File: src/rtl/fp_pkg.sv
// Shared widths and field positions for the binary32 add/subtract datapath.
// The internal fraction layout is {carry, hidden, fraction[22:0], guard, sticky}.
package fp_pkg;
    localparam int EXP_W      = 8;
    localparam int FRAC_W     = 23;
    localparam int INT_FRAC_W = 27;
    localparam int WORD_W     = 1 + EXP_W + FRAC_W;

    localparam int SIGN_BIT  = WORD_W - 1;
    localparam int EXP_MSB   = WORD_W - 2;
    localparam int EXP_LSB   = FRAC_W;

    localparam int CARRY_BIT  = INT_FRAC_W - 1;
    localparam int HIDDEN_BIT = INT_FRAC_W - 2;
    localparam int LSB_BIT    = 2;
    localparam int GUARD_BIT  = 1;
    localparam int STICKY_BIT = 0;

    localparam int SHIFT_DIR_BIT = 8;
    localparam int INC_DEC_BIT   = 8;

    // Denormals are not handled, so the hidden bit is forced to 1.
    function automatic logic [INT_FRAC_W-1:0] to_int_frac(input logic [FRAC_W-1:0] frac);
        return {1'b0, 1'b1, frac, 2'b00};
    endfunction
endpackage

File: src/rtl/fp_shift_sticky.sv
// Right/left shifter; on a right shift every bit pushed out at or below bit 0
// is ORed into bit 0 so the sticky information survives alignment and normalization.
module fp_shift_sticky #(
    parameter int W   = 27,
    parameter int SHW = 8
) (
    input  logic [W-1:0]   data_i,
    input  logic [SHW-1:0] amt_i,
    input  logic           right_i,
    output logic [W-1:0]   data_o
);
    logic [W-1:0] below_mask;
    logic [W-1:0] right_val;
    logic [W-1:0] left_val;
    logic         lost;

    // below_mask marks the bit positions a right shift of amt_i discards.
    genvar gi;
    generate
        for (gi = 0; gi < W; gi++) begin : g_mask
            assign below_mask[gi] = (32'(gi) < 32'(amt_i));
        end
    endgenerate

    assign lost      = |(data_i & below_mask);
    assign right_val = (data_i >> amt_i) | W'(lost);
    assign left_val  = data_i << amt_i;
    assign data_o    = right_i ? right_val : left_val;
endmodule

File: src/rtl/fp_add_fd.sv
// Binary32 add/subtract datapath steered entirely by an external control FSM;
// exposes exp_dif/ula as status and registers the rounded fraction and result word.
module fp_add_fd
    import fp_pkg::*;
(
    input  logic                  clock,
    input  logic                  reset,
    input  logic [WORD_W-1:0]     operando_a,
    input  logic [WORD_W-1:0]     operando_b,
    input  logic                  sinalMuxFP1,
    input  logic                  sinalMuxFP2,
    input  logic                  sinalMuxFP3,
    input  logic                  sinalMuxFP4,
    input  logic                  sinalMuxFP5,
    input  logic [7:0]            sinalShiftFract,
    input  logic [8:0]            sinalShiftRes,
    input  logic [8:0]            sinalIncOrDec,
    input  logic                  sinalRound,
    output logic [EXP_W-1:0]      exp_dif,
    output logic [INT_FRAC_W-1:0] ula,
    output logic [INT_FRAC_W-1:0] round_fract,
    output logic [WORD_W-1:0]     resultado
);
    logic [EXP_W-1:0]      exp_a, exp_b, exp_base, exp_adj;
    logic [INT_FRAC_W-1:0] frac_a, frac_b;
    logic [INT_FRAC_W-1:0] align_in, aligned, unshifted;
    logic [INT_FRAC_W-1:0] norm_in, normalized, rounded_sum, rounded;
    logic                  round_inc, sign_sel;

    logic [INT_FRAC_W-1:0] round_fract_q, round_fract_d;
    logic [EXP_W-1:0]      exp_q, exp_d;
    logic [WORD_W-1:0]     resultado_q, resultado_d;

    assign exp_a  = operando_a[EXP_MSB:EXP_LSB];
    assign exp_b  = operando_b[EXP_MSB:EXP_LSB];
    assign frac_a = to_int_frac(operando_a[FRAC_W-1:0]);
    assign frac_b = to_int_frac(operando_b[FRAC_W-1:0]);

    assign exp_dif = exp_a - exp_b;

    assign align_in  = sinalMuxFP2 ? frac_a : frac_b;
    assign unshifted = sinalMuxFP3 ? frac_a : frac_b;

    fp_shift_sticky #(.W(INT_FRAC_W), .SHW(8)) u_align (
        .data_i  (align_in),
        .amt_i   (sinalShiftFract),
        .right_i (1'b1),
        .data_o  (aligned)
    );

    assign ula = sinalMuxFP5 ? (unshifted - aligned) : (unshifted + aligned);

    // FP4 closes the renormalization loop through the registered fraction.
    assign norm_in = sinalMuxFP4 ? round_fract_q : ula;

    fp_shift_sticky #(.W(INT_FRAC_W), .SHW(8)) u_norm (
        .data_i  (norm_in),
        .amt_i   (sinalShiftRes[7:0]),
        .right_i (sinalShiftRes[SHIFT_DIR_BIT]),
        .data_o  (normalized)
    );

    assign round_inc = sinalRound & normalized[GUARD_BIT]
                     & (normalized[STICKY_BIT] | normalized[LSB_BIT]);
    assign rounded_sum = normalized + INT_FRAC_W'({round_inc, 2'b00});
    assign rounded     = {rounded_sum[INT_FRAC_W-1:LSB_BIT], 2'b00};

    assign exp_base = sinalMuxFP1 ? exp_q : (sinalMuxFP3 ? exp_a : exp_b);
    assign exp_adj  = sinalIncOrDec[INC_DEC_BIT] ? (exp_base - sinalIncOrDec[7:0])
                                                 : (exp_base + sinalIncOrDec[7:0]);

    assign sign_sel = sinalMuxFP3 ? operando_a[SIGN_BIT] : operando_b[SIGN_BIT];

    always_comb begin
        round_fract_d = rounded;
        exp_d         = exp_adj;
        resultado_d   = {sign_sel, exp_adj, rounded[HIDDEN_BIT-1:LSB_BIT]};
    end

    always_ff @(posedge clock) begin
        if (reset) begin
            round_fract_q <= '0;
            exp_q         <= '0;
            resultado_q   <= '0;
        end else begin
            round_fract_q <= round_fract_d;
            exp_q         <= exp_d;
            resultado_q   <= resultado_d;
        end
    end

    assign round_fract = round_fract_q;
    assign resultado   = resultado_q;

    // The carry bit is only observed by the FSM through round_fract.
    logic unused_carry;
    assign unused_carry = rounded[CARRY_BIT];
endmodule

File: config.mk
export PLATFORM = sky130hd
export DESIGN_NAME = fp_add_fd
export DESIGN_NICKNAME = d
export VERILOG_FILES = /design/src/rtl/fp_pkg.sv /design/src/rtl/fp_shift_sticky.sv /design/src/rtl/fp_add_fd.sv
export SDC_FILE = /design/constraint.sdc
export NUM_CORES = 1
export LEC_CHECK = 0
export BUFFER_PORTS_ARGS = -buffer_cell sky130_fd_sc_hd__buf_2
export CAP_MARGIN = 20
export CORE_MARGIN = 2
export CORE_UTILIZATION = 40
export CTS_CLUSTER_DIAMETER = 200
export DETAILED_ROUTE_END_ITERATION = 8
export GPL_ROUTABILITY_DRIVEN = 0
export GPL_TIMING_DRIVEN = 0
export SLEW_MARGIN = 15
export SYNTH_ARGS = -nofsm -noshare
export SYNTH_HDL_FRONTEND = slang
export SYNTH_HIERARCHICAL = 1
export SYNTH_SLANG_ARGS = --single-unit
File: constraint.sdc
create_clock -name clock -period 9.7 [get_ports clock]
set_input_delay 1.94 -clock clock [delete_from_list [all_inputs] [get_ports clock]]
set_output_delay 1.94 -clock clock [all_outputs]
set_load 0.005 [all_outputs]
==> run_results.csv, run 1 <==
group,metric,value,unit
cts,clockBufferDepth,2,
power,power-per-cell-area,98.73,mW/mm^2
yosys,synthMuxAreaShare,24.78,%
drt,ant_nets,0,
timing,drv_slew,0,
cts,cts_max_level,2,
timing,fin_skew,0.009165,ns
worst_setup_path,arrival,9.69,ns
drt,drt-met1-wl,21.78,mm
status,outcome,"finished, final reports clean",
yosys,synthFlopType,"dfxtp_1",
finish,layout.nets,2003,
timing,relSlewSlack,23.36,%
cts,hold_buffers,0,
drt,topRoutingLayerUsed,"met5",
yosys,ys_async_sr_fraction,0,%
cts,clk_pin_slew,0.06,ns
worst_setup_path,crit_path_frequent_cell,"buf_6",
yosys,postSynthCellCount,1621,
timing,min_period,9.525,ns
yosys,synth_top_family_by_area,"compound AO/OA/AOI/OAI gates",
timing,setup_viol,0,
cts,clk_latency,0.30,ns
grt,grt_pass1_wl,80.79,mm
drt,vias,14950,
yosys,synth_xor_area_share,6.442,%
grt,first_global_vias,13440,
yosys,yosys_warnings,6,
die,fp-row-count,62,
place,hpwl,42.82,mm
grt,grt.overflow.total,0,
place,dpl_cell_area,0.01324,mm^2
yosys,yosys.area.top_type,"mux4_2",
cts,cts_buffers,5,
die,die_h,175.7,um
drt,drc,0,
die,coreArea,0.02886,mm^2
worst_hold_path,min_path_type,"reg -> reg",
drt,wl,55.21,mm
worst_setup_path,crit_type,"in -> reg",
cts,cts_tree,"built",
worst_setup_path,cpPeakStageDelay,0.57,ns
drt,first_iter_violations,2244,
drt,dr_wl_met3,8.790,mm
finish,area_growth_syn_to_layout,23.36,%
worst_setup_path,startpoint_type,"input pin",
worst_setup_path,crit_required,9.86,ns
yosys,yosys-top-cells-area,"mux4_2 (8.8%), mux2i_1 (8.1%), mux2_2 (7.9%)",
yosys,synth_edf_count,0,
timing,max_freq,0.1050,GHz
timing,grt_setup_unrepaired,"true",
yosys,synth_fa_ha_area_share,4.797,%
timing,finalHoldViolCount,0,
yosys,synth_top_area_share,8.787,%
yosys,yosysSeqAreaShare,5.773,%
die,fp.dieArea,0.03087,mm^2
yosys,synth-simple-area-share,22.54,%
yosys,postSynthAreaPerCell,7.273,um^2
grt,grt_util_all_layers,33.53,%
power,max-vdd-ir-drop,0.07765,mV
power,cellLeakagePower,5.878,nW
die,chipWidth,175.7,um
drt,drt_first_pass_iters,8,
yosys,synth_compound_area_share,27.03,%
place,port_buffers,179,
yosys,ys_types,81,
yosys,synth.cell_area,0.01179,mm^2
timing,worst-slew-pin-transition,1.141,ns
drt,dr_wl_met2,21.96,mm
timing,finalCritPeriodShare,98.20,%
grt,grt_max_degree,11,
finish,fin_area,0.01454,mm^2
cts,clockRootBuffer,"clkbuf_16",
worst_setup_path,end_kind,"flip-flop",
worst_setup_path,cp_slowest_cell,"mux4_2",
run,maxCapViolCount,0,
timing,holdWs,0.6743,ns
drt,wire_per_inst,24.57,um
worst_setup_path,crit_fanout,8,
grt,antenna_found_initial,3,
die,io-pin-count,192,
finish,drive_gt1_share,30.99,%
cts,clock_sinks,34,
yosys,ys_ff_latch,34,
drt,via_per_inst,6.653,
die,initial_core_util,40.86,%
## metal layers
metal	track usage (%)	up-vias
li1	-	6537
met1	45.99	6965
met2	47.31	1214
met3	12.79	230
met4	12.40	4
met5	0	-
## Yosys cell counts (all sizes together), types with 7 or more instances
master	number
nor2	172
a21oi	141
nand2	117
o21ai	96
buf	95
mux2i	95
nor3	85
mux2	83
clkbuf	61
xnor2	60
mux4	46
inv	44
ha	42
dfxtp	34
nand3	31
a31oi	26
xor2	25
o211ai	24
nor2b	23
and2	21
a211oi	20
a21o	20
o22ai	19
o21a	16
a211o	14
nand4	14
or3	14
nor4	13
a2111oi	12
and3	12
a221oi	10
a32oi	10
nand3b	10
a22oi	8
nand2b	8
o221ai	8
o21bai	7
o31ai	7
## report_power, final
group	total, W	internal, W	switching (W)
Combinational	0.00110	0.000448	0.000657
Clock	0.000170	0.000102	0.0000682
Sequential	0.000161	0.000151	0.00000942
Total	0.00144	0.000701	0.000735
## layout make-up
type	instances	area, um^2
Fill cell	2941	14310
Antenna cell	1	2.502
Clock inverter	1	5.005
Multi-Input combinational cell	1404	10950
Inverter	46	175.2
Buffer	151	880.8
Sequential cell	34	680.7
Tap cell	384	480.5
Timing Repair Buffer	219	1224
Clock buffer	7	142.6
## final timing paths
kind / startpoint / slack, ns / end / cells past startpoint
min reg2reg: exp_q[0] / 0.67 / exp_q[0] / 3
max reg2reg: round_fract[2] / 5.59 / round_fract[23] / 14
max: sinalMuxFP2 / 0.17 / round_fract[26] / 37
min: exp_q[0] / 0.67 / exp_q[0] / 3
## cells by family (layout without fill, tap and decap cells)
group | after synthesis | in the layout
flops | 34 | 34
compound gates | 486 | 486
xor+xnor | 85 | 85
other cells | 2 | 22
mux | 224 | 224
buf+inv | 202 | 424
simple gates | 544 | 544
fa+ha+maj | 44 | 44
## worst max-delay path: cells and delay by family
| family | cells | cell delay [ns] |
|---|---|---|
| buf+inv | 7 | 1.07 |
| simple gates | 13 | 2.21 |
| mux | 4 | 1.83 |
| compound gates | 10 | 1.96 |
| fa+ha+maj | 1 | 0.32 |
| xor+xnor | 2 | 0.32 |
## through the flow
step	instances	total power [W]	util [%]	worst slack [ns]	TNS, ns
2_1_floorplan	1640	0.0007882	-	0.3812	0
3_3_place_gp	2203	0.001090	45.87	-1.985	-41.90
3_5_place_dp	2203	0.001094	45.87	-2.049	-43.96
4_1_cts	2220	0.001315	47.94	0.001611	0
5_1_grt	2246	0.001504	50.39	-0.1227	-0.3352
6_report	2247	0.001436	50.40	0.1745	0
## cells in the final DEF, fill, tap and decap left out, types with 16 or more instances in the layout
cell type	Yosys	routed
buf_2	40	217
nor2_1	170	168
a21oi_1	138	124
nand2_1	115	110
mux2i_1	95	85
o21ai_0	96	79
nor3_1	82	76
buf_4	30	66
mux2_2	83	54
xnor2_1	58	51
clkbuf_1	61	50
mux4_2	46	46
inv_1	43	42
dfxtp_1	34	34
ha_1	42	33
mux2_4	0	29
nand3_1	30	27
o211ai_1	24	24
xor2_1	25	24
a31oi_1	25	21
nor2b_1	23	21
conb_1	2	21
and2_1	21	20
a21o_1	20	20
o22ai_1	19	18
a21oi_2	3	17
o21a_1	16	16
buf_6	12	16
## registers in the layout, summed over array words and instances, names as in the netlist
name,count
resultado,2
exp_q,7
round_fract,25
## repair_timing
action | CTS | global route
setup buffers | 12 | 26
hold endpoints to repair | 0 | 0
resized for setup | 86 | 128
gates cloned | 0 | 1
setup endpoints to repair | 41 | 25
pin swaps | 12 | 41
Power figures use the tool's default switching activity.
==> inputs of run 2 (changes only) <==
--- a/config.mk
+++ b/config.mk
@@ -9,10 +9,13 @@
 export CAP_MARGIN = 20
 export CORE_MARGIN = 2
 export CORE_UTILIZATION = 40
+export CTS_BUF_LIST = sky130_fd_sc_hd__clkbuf_16
 export CTS_CLUSTER_DIAMETER = 200
 export DETAILED_ROUTE_END_ITERATION = 8
 export GPL_ROUTABILITY_DRIVEN = 0
 export GPL_TIMING_DRIVEN = 0
+export PLACE_DENSITY = 0.72
+export SKIP_LAST_GASP = 1
 export SLEW_MARGIN = 15
 export SYNTH_ARGS = -nofsm -noshare
 export SYNTH_HDL_FRONTEND = slang
==> run 2 against run 1 <==
Against the previous run:
- combinational power hardly changed
- setup slack got worse by 0.058 ns
- sequential share of layout area barely moved
- critical path depth shrank 5
- critical endpoint is now round_fract[23]
- highest routed layer unchanged
==> run_results.csv, run 2 (synthesis gave the netlist of run 1 again) <==
group,metric,value,unit
status,outcome,"finished, final reports clean",
drt,wire_per_inst,23.35,um
finish,final_cell_mix,"buf_2 (215), nor2_1 (165), a21oi_1 (126), nand2_1 (111), mux2i_1 (86)",
finish,area_growth_syn_to_layout,23.55,%
cts,cts_tree,"built",
finish,fin_area,0.01457,mm^2
timing,fin_skew,0.004967,ns
place,dpl_cell_area,0.01324,mm^2
finish,largest_reg_flops,25,
timing,relSlewSlack,16.60,%
finish,drive_gt1_share,30.60,%
timing,drv_slew,0,
power,cellLeakagePower,5.882,nW
grt,grt_pass1_wl,78.52,mm
drt,drt_first_pass_iters,9,
worst_hold_path,min_path_type,"reg -> reg",
grt,antenna_found_initial,4,
timing,setup_viol,0,
grt,grt_util_all_layers,31.94,%
worst_setup_path,crit_fanout,8,
cts,cts_buffers,5,
die,io-pin-count,192,
worst_setup_path,worstSetupStartpoint,"sinalMuxFP2",
worst_hold_path,hold_path_startpoint,"exp_q[0]",
worst_setup_path,arrival,9.81,ns
worst_setup_path,cp_num_buf_inv,3,
die,fp-row-count,62,
worst_setup_path,end_kind,"flip-flop",
worst_setup_path,crit_required,9.92,ns
grt,grt_max_degree,12,
timing,finalCritPeriodShare,98.80,%
worst_setup_path,cpPeakStageDelay,0.61,ns
cts,clockRootBuffer,"clkbuf_16",
timing,finalHoldViolCount,0,
timing,worst-slew-pin-transition,1.241,ns
drt,ant_nets,0,
worst_setup_path,crit_type,"in -> reg",
drt,via_per_inst,6.780,
drt,wl,52.54,mm
grt,first_global_vias,13970,
finish,layout.nets,2007,
timing,max_freq,0.1043,GHz
timing,min_period,9.584,ns
die,chipWidth,175.7,um
finish,antenna_cells,0,
power,power-per-cell-area,100.0,mW/mm^2
cts,cts_max_level,2,
finish,mostFrequentLayoutCell,"buf_2",
run,maxCapViolCount,0,
die,die_h,175.7,um
power,finalPower,0.001457,W
drt,first_iter_violations,2591,
worst_setup_path,crit_family,"simple AND/OR/NAND/NOR gates",
place,port_buffers,179,
cts,clk_pin_slew,0.06,ns
die,initial_core_util,40.86,%
worst_setup_path,cp_slowest_cell,"or4_4",
cts,hold_buffers,0,
worst_setup_path,r2r-start,"round_fract[2]",
grt,grt.overflow.total,0,
place,hpwl,40.39,mm
drt,drc,0,
worst_setup_path,startpoint_type,"input pin",
cts,clockBufferDepth,2,
cts,clock_sinks,34,
drt,vias,15260,
die,fp.dieArea,0.03087,mm^2
cts,clk_latency,0.30,ns
power,max-vdd-ir-drop,0.07846,mV
die,coreArea,0.02886,mm^2
## run 2: path summary, 6_finish.rpt
| kind | to | slack [ns] | cells past startpoint |
|---|---|---|---|
| hold / removal | exp_q[0] | 0.65 | 3 |
| setup / recovery | round_fract[23] | 0.12 | 32 |
| setup reg to reg | round_fract[26] | 5.76 | 15 |
| hold reg to reg | exp_q[0] | 0.65 | 3 |
## run 2: final cells by class
class / instances / area [um^2]
Fill cell: 2851 / 14290
Multi-Input combinational cell: 1404 / 10920
Timing Repair Buffer: 223 / 1261
Buffer: 151 / 882.1
Sequential cell: 34 / 680.7
Tap cell: 384 / 480.5
Inverter: 46 / 175.2
Clock buffer: 5 / 125.1
Clock inverter: 3 / 40.04
## run 2: per-stage QoR
stage          setup WS, ns  util (%)  instances  TNS, ns  hold WS, ns
2_1_floorplan        0.3812         -       1640        0       0.6388
3_3_place_gp         -1.563     45.87       2203   -27.82       0.6487
3_5_place_dp         -1.695     45.87       2203   -31.37       0.6495
4_1_cts             0.01514     47.77       2222        0       0.6591
5_1_grt            -0.08386     50.48       2250  -0.5214       0.7008
6_report             0.1165     50.48       2250        0       0.6513
## run 2: worst reg2reg max path: cells and delay by family (launching register included)
family | cells | cell delay, ns
flip-flops | 1 | 0.40
buffers and inverters | 1 | 0.35
AND/OR/NAND/NOR | 6 | 1.15
multiplexers | 2 | 0.29
AO/OA/AOI/OAI | 5 | 1.44
XOR/XNOR | 1 | 0.19
## run 2: routing by layer
metal	vias up	track usage [%]	routed length, um
li1	6555	-	-
met1	6969	40.95	19570
met2	1367	47.41	21630
met3	356	11.28	7759
met4	8	15.81	3512
met5	-	0	69
## run 2: timing repair
action | 4_1_cts | 5_1_grt
cloned | 0 | 1
gates resized for setup | 67 | 135
setup endpoints to repair | 36 | 28
setup buffers | 14 | 29
hold endpoints to repair | 0 | 0
pin swaps | 10 | 34
## run 2: where the power goes
group	switching [W]	internal, W
clock	0.0000698	0.000120
sequential	0.00000863	0.000151
combinational	0.000655	0.000452
total	0.000733	0.000724
